## src/rtl/seven_segment_reader.sv

```systemverilog
// seven_segment_reader
// Watches a multiplexed, active-low seven-segment bus and recovers the hex
// digits it shows. Each digit is debounced over consecutive scan samples and
// then decoded to a nibble, or flagged as blank or as an illegal glyph.

module seven_segment_reader #(
  parameter int DIGITS     = 4,
  parameter int STABLE_CNT = 3,
  parameter int CNT_W      = $clog2(STABLE_CNT + 1)
) (
  input  logic                  clk,
  input  logic                  rst_n,
  input  logic                  sample_en,
  input  logic [DIGITS-1:0]     an_n,
  input  logic [6:0]            seg_n,
  output logic [4*DIGITS-1:0]   value,
  output logic [DIGITS-1:0]     digit_valid,
  output logic [DIGITS-1:0]     bad_pattern,
  output logic                  update,
  output logic [((DIGITS > 1) ? $clog2(DIGITS) : 1)-1:0] upd_digit,
  output logic                  scan_err
);

  localparam int               IDX_W   = (DIGITS > 1) ? $clog2(DIGITS) : 1;
  localparam logic [CNT_W-1:0] CNT_MAX = CNT_W'(STABLE_CNT);
  localparam logic [CNT_W-1:0] CNT_ONE = CNT_W'(1);
  localparam logic [6:0]       BLANK   = 7'h7F;

  // Per-digit debounce state: last pattern seen and how many times in a row.
  logic [6:0]       last_seen [DIGITS];
  logic [CNT_W-1:0] cnt       [DIGITS];

  // Decode of the current sample, for whichever digit is being driven.
  logic [DIGITS-1:0] sel;
  logic              one_hot;
  logic [IDX_W-1:0]  idx;
  logic              same;
  logic [CNT_W-1:0]  old_cnt;
  logic [CNT_W-1:0]  new_cnt;
  logic              fire;
  logic [4:0]        dec;

  // Exact-match glyph decode; bit 4 marks a legal hex glyph, bits 3:0 the nibble.
  function automatic logic [4:0] decode(input logic [6:0] p);
    case (p)
      7'h40:   decode = {1'b1, 4'h0};
      7'h79:   decode = {1'b1, 4'h1};
      7'h24:   decode = {1'b1, 4'h2};
      7'h30:   decode = {1'b1, 4'h3};
      7'h19:   decode = {1'b1, 4'h4};
      7'h12:   decode = {1'b1, 4'h5};
      7'h02:   decode = {1'b1, 4'h6};
      7'h78:   decode = {1'b1, 4'h7};
      7'h00:   decode = {1'b1, 4'h8};
      7'h10:   decode = {1'b1, 4'h9};
      7'h08:   decode = {1'b1, 4'hA};
      7'h03:   decode = {1'b1, 4'hB};
      7'h46:   decode = {1'b1, 4'hC};
      7'h21:   decode = {1'b1, 4'hD};
      7'h06:   decode = {1'b1, 4'hE};
      7'h0E:   decode = {1'b1, 4'hF};
      default: decode = 5'b0_0000;
    endcase
  endfunction

  // Qualify the anodes, pick the active digit and compute its next debounce state.
  always_comb begin
    // NOTE: every signal assigned here gets a default first so no path leaves
    // it unassigned; otherwise synthesis would infer a latch.
    sel     = ~an_n;
    one_hot = $onehot(sel);
    idx     = '0;
    for (int d = 0; d < DIGITS; d++) begin
      if (sel[d]) idx = IDX_W'(d);
    end
    old_cnt = cnt[idx];
    same    = (seg_n == last_seen[idx]);
    if (!same)                  new_cnt = CNT_ONE;
    else if (old_cnt == CNT_MAX) new_cnt = old_cnt;
    else                        new_cnt = old_cnt + CNT_ONE;
    // A held pattern fires once on reaching the threshold; a changed pattern
    // can only fire immediately when the threshold is a single sample.
    fire = (new_cnt == CNT_MAX) && ((old_cnt < CNT_MAX) || !same);
    dec  = decode(seg_n);
  end

  // Debounce state, decoded outputs and one-cycle status pulses.
  always_ff @(posedge clk or negedge rst_n) begin
    if (!rst_n) begin
      value       <= '0;
      digit_valid <= '0;
      bad_pattern <= '0;
      update      <= 1'b0;
      upd_digit   <= '0;
      scan_err    <= 1'b0;
      // NOTE: the debounce arrays are reset on purpose: a digit must see a
      // full run of fresh samples after reset, so stale counts cannot linger.
      for (int d = 0; d < DIGITS; d++) begin
        last_seen[d] <= BLANK;
        cnt[d]       <= '0;
      end
    end else begin
      // NOTE: non-blocking assignments throughout, so every register here
      // sees the pre-edge values computed above regardless of statement order.
      update   <= 1'b0;
      scan_err <= 1'b0;
      if (sample_en) begin
        if (!one_hot) begin
          scan_err <= 1'b1;
        end else begin
          last_seen[idx] <= seg_n;
          cnt[idx]       <= new_cnt;
          if (fire) begin
            update    <= 1'b1;
            upd_digit <= idx;
            if (dec[4]) begin
              value[4*idx +: 4] <= dec[3:0];
              digit_valid[idx]  <= 1'b1;
              bad_pattern[idx]  <= 1'b0;
            end else if (seg_n == BLANK) begin
              digit_valid[idx]  <= 1'b0;
              bad_pattern[idx]  <= 1'b0;
            end else begin
              digit_valid[idx]  <= 1'b0;
              bad_pattern[idx]  <= 1'b1;
            end
          end
        end
      end
    end
  end

endmodule

```

## config.mk

```make
export PLATFORM = sky130hd
export DESIGN_NAME = seven_segment_reader
export DESIGN_NICKNAME = d
export VERILOG_FILES = /design/src/rtl/seven_segment_reader.sv
export SDC_FILE = /design/constraint.sdc
export NUM_CORES = 1
export LEC_CHECK = 0
export BUFFER_PORTS_ARGS = -buffer_cell sky130_fd_sc_hd__buf_4
export CORE_AREA = 2 2 84 86
export CTS_BUF_LIST = sky130_fd_sc_hd__clkbuf_4
export CTS_CLUSTER_DIAMETER = 30
export DETAILED_ROUTE_END_ITERATION = 12
export DIE_AREA = 0 0 86 88
export PLACE_DENSITY = 0.77
export SKIP_LAST_GASP = 1
export SYNTH_ARGS = -nofsm -noshare
export SYNTH_HDL_FRONTEND = slang
export SYNTH_SLANG_ARGS = --single-unit
```

## constraint.sdc

```tcl
create_clock -name clk -period 2.2 [get_ports clk]
set_input_delay 0 -clock clk [delete_from_list [all_inputs] [get_ports clk]]
set_output_delay 0 -clock clk [all_outputs]
set_load 0.1 [all_outputs]
```

; Yosys cells after proc, flatten, opt, wreduce, memory -nomap -nowiden
; Cells that the tools add are included.
[word_totals]
memories = 0
ff_bits = 64
latch_bits = 0
romBits = 0
input_bits = 14
elab_cells = 91
ram_bits = 0
[classes]
mux = 29
bitwise_logic = 7
n_div = 0
addsub = 5
eq_ne = 20
n_lt_le_gt_ge = 5
multipliers = 0
reduce_logical = 9
shifts = 2
[op_table]
columns = cell, n
row1 = case mux 5 bit (16 select lines), 1
row2 = "equality test 7 bit, second input constant", 5
row3 = negator 4 -> 34 bit, 1
row4 = "variable shift 4 x 34 -> 16 bit, first input constant", 1
row5 = variable part select 4 x 34 -> 16 bit, 1
row6 = bitwise mux 28 bit, 1
row7 = "equality test 7 x 5 -> 1 bit, second input constant", 3
row8 = "equality test 7 x 6 -> 1 bit, second input constant", 3
row9 = two-way mux 7 bit, 3
row10 = bitwise mux 16 bit, 1
row11 = binary-select mux 7 bit (select 2 bit), 1
row12 = demux 7 bit (select 2 bit), 1
row13 = "equality test 7 x 2 -> 1 bit, second input constant", 2
row14 = "equality test 7 x 4 -> 1 bit, second input constant", 2
row15 = two-way mux 2 bit, 7
row16 = two-way mux 4 bit, 3
row17 = AND 4 bit, 2
row18 = bitwise mux 8 bit, 1
row19 = NOT 4 bit, 2
row20 = bitwise OR 4 bit, 2
row21 = "equality test 7 x 3 -> 1 bit, second input constant", 1
row22 = equality test 7 bit, 1
row23 = zero test 7 bit, 1
row24 = two-way mux 1 bit, 7
row25 = other kinds (20), 24

; Longest topological paths before layout
[depth]
depth_word = 16
depth_mapped = 10
mapped_depth_nobuf = 10

; Least setup slack after synthesis
; Ideal clock, no wire load.
[synth_path]
kind = in2reg
from = in an_n[0]
to = reg value[5]
setup_time_ns = 0.128
arrival_time_ns = 2.889
path_slack_ns = -0.817
path_stages = 10
cell_sequence = fa_1 -> inv_1 -> ha_1 -> ha_1 -> nor4bb_1 -> inv_2 -> nor3b_4 -> o311ai_4 -> nor4b_4 -> mux2_1
[synth_via]
elab_chain_cells = 5
[synth_rtl]
columns = item, line_no
row1 = start: declaration, 14  ; input logic [DIGITS-1:0] an_n,
row2 = NOT 4 bit, 70  ; sel = ~an_n;
row3 = adder 1 x 1 -> 2 bit (implied by the code), 71  ; one_hot = $onehot(sel);
row4 = adder 2 x 2 -> 3 bit (implied by the code), 71
row5 = equality test 3 x 1 -> 1 bit, 71
row6 = AND reduction 4 bit (no source line), -
row7 = end signal: indexed assignment, 117  ; value[4*idx +: 4] <= dec[3:0];
row8 = end: declaration, 16  ; output logic [4*DIGITS-1:0] value,
; No other way between the ends.
; A chain may end at the register's enable or synchronous reset.

==> impl_metrics.py <==
metrics = {
    "die": {
        "fp.dieW_um": 86,
        "dieHeight_um": 88,
        "io_pins": 42,
        "start_util": 0.538,
        "die_area_um2": 7570,
        "coreArea_um2": 6640,
        "rows": 30,
    },
    "worst_hold_path": {
        "hold_class": "in -> reg",
    },
    "placed_design": {
        "place.gp.congestion": 0.807,
        "io_buffers": 41,
        "place_ws_ns": -0.703,
        "dp_hpwl_um": 5550,
        "placed_cell_area_um2": 4160,
    },
    "worst_setup_path": {
        "worstPathArrival_ns": 2.69,
        "cp.required_ns": 2.49,
        "crit_type": "reg -> reg",
        "worstSetupStartpointType": "flop",
        "crit_fanout": 5,
        "end_kind": "flop",
    },
    "global_route": {
        "grt_pass1_wl_um": 13200,
        "antenna_found_initial": 0,
        "track_usage": 0.225,
        "grt-ovfl-total": 0,
        "grt_max_degree": 65,
        "grt_pass1_vias": 2683,
    },
    "finish": {
        "ff_latch_area_um2": 1640,
        "fill_cells": 505,
        "finalInstanceArea_um2": 4480,
        "drive_gt1_frac": 0.493,
        "areaGrowthSynthToFinish_pct": 25.5,
        "antenna_cells": 0,
        "final_util": 0.675,
        "mostFrequentLayoutCells": "buf_4 (70), dfrtp_1 (36), mux2_2 (30)",
        "final_common_cell": "buf_4",
        "multiInputGateArea_um2": 1940,
        "finalNetCount": 395,
    },
    "cts": {
        "cts_tree": "built",
        "cts_buffer_depth": 2,
        "cts_root_buf": "clkbuf_4",
        "cts_made_buffers": 9,
        "htree_levels": 3,
        "cts_sinks": 64,
        "cts.reportedPaths.clkPinSlew_ns": 0.11,
        "clock_latency_ns": 0.40,
    },
    "sta": {
        "maxSlewHeadroom": 0.478,
        "timing.final.ws_setup_ns": -0.194,
        "worstMarginPinSlew_ns": 0.783,
        "hold_ws_ns": 0.0132,
        "max_freq_mhz": 418,
        "min_period_ns": 2.39,
        "rsz0062_at_grt": "yes",
        "period_share": 1.09,
        "hold_viol": 0,
        "setup_viol": 29,
        "finClkSkew_ns": 0.0120,
        "slew_violations": 0,
    },
    "synth": {
        "yosysWarnings": 0,
        "synth.ff_latch_count": 64,
        "synth.area.top_cells": "dfrtp_1 (25%), dfstp_2 (21%), mux2_2 (10%), mux2_1 (5.0%), mux2i_1 (3.4%)",
        "synthDistinctLibCells": 66,
        "synth_top_area_cell": "dfrtp_1",
        "synth_top_area_frac": 0.252,
        "syn_avg_cell_area_um2": 11.6,
        "synth_area_um2": 3570,
        "netlist_instances": 307,
        "synthesis.nets": 324,
        "async_flop_share": 1.00,
        "synth-edff-count": 0,
        "synth_seq_area_share": 0.458,
        "ys.flop_type": "dfrtp_1",
    },
    "pwr": {
        "peakVddDrop_mv": 0.614,
        "leakagePower_nw": 1.99,
        "power.density_nw_per_um2": 780,
        "finalPower_mw": 3.50,
    },
    "routing": {
        "via_count": 2670,
        "routed_wl_um": 7930,
        "drc_errors": 0,
        "firstDrtPassIters": 4,
        "drt-initial-drc-count": 110,
        "viasPerCell": 5.77,
        "ant_nets": 0,
        "avgRoutedWirePerCell_um": 17.1,
    },
    "run": {
        "maxCapViolCount": 0,
    },
    "status": {
        "violations": "negative setup slack",
        "outcome": "finished, violations left",
    },
}
-- final timing paths --
check | endpoint | from | slack (ns) | cells past startpoint
worst max register to register | flop | last_seen[15] | -0.19 | 8
max in group asynchronous | cnt[2] | rst_n | 1.48 | 2
worst min register to register | value[9] | value[9] | 0.50 | 1
worst min-delay path | last_seen[15] | seg_n[1] | 0.01 | 2
worst max-delay path | flop | last_seen[15] | -0.19 | 8
min in group asynchronous | scan_err | rst_n | 0.21 | 2
-- report_power, final --
part,switching (mW),internal [mW]
registers,0.144,1.58
clock network,0.433,0.337
logic,0.506,0.500
-- layout make-up --
class                      instances  area share
timing repair buffer              80       0.141
clock buffer                       9      0.0151
inverter                          12      0.0100
clock inverter                     7      0.0140
tap                               80      0.0223
multi-input combinational        211       0.433
sequential                        64       0.365
-- synth_stat cells (8+ instances only) --
cell and instances:
buf_2 8, xnor2_1 12, mux2_1 16, nor2_1 11, dfrtp_1 36, inv_1 11
dfstp_2 28, mux2i_1 12, mux2_2 32, nand2_1 19, o21ai_0 8
-- metal layers --
metal	global-route usage	share of wire	vias to the layer above
li1	-	-	1254
met1	0.287	0.44	1337
met2	0.379	0.50	66
met3	0.0452	0.050	13
met4	0.0837	0.016	0
met5	0	0	-
-- cell families (layout without fill, tap and decap cells) --
family | after synthesis | after routing | synth area share
simple gates | 84 | 84 | 0.161
flops | 64 | 64 | 0.458
mux | 61 | 61 | 0.189
compound gates | 46 | 46 | 0.0949
buf+inv | 32 | 108 | 0.0427
xor+xnor | 17 | 17 | 0.0417
fa+ha+maj | 3 | 3 | 0.0126
-- critical path, cell delays in order (launching register included) --
cell and delay (ns):
dfstp_2 0.55, mux2i_2 0.07, xnor2_1 0.14, o41ai_2 0.39
nand3_2 0.20, buf_4 0.19, buf_6 0.10, nand4b_1 0.28
mux2_4 0.36
-- per-stage QoR --
stage | std cells | TNS [ns]
finish | 463 | -4.20
global route | 463 | -7.48
CTS | 462 | -4.86
detailed placement | 438 | -17.18
global placement | 438 | -14.97
floorplan | 307 | -9.60
-- what timing repair did --
| item | CTS | global route |
|---|---|---|
| setup buffers | 3 | 1 |
| endpoints found under the setup margin | 30 | 34 |
| resized for setup | 12 | 13 |
| hold endpoints to repair | 46 | 0 |
| hold buffers | 5 | 0 |
| pin swaps | 4 | 3 |
(Power assumes the default switching activity.)
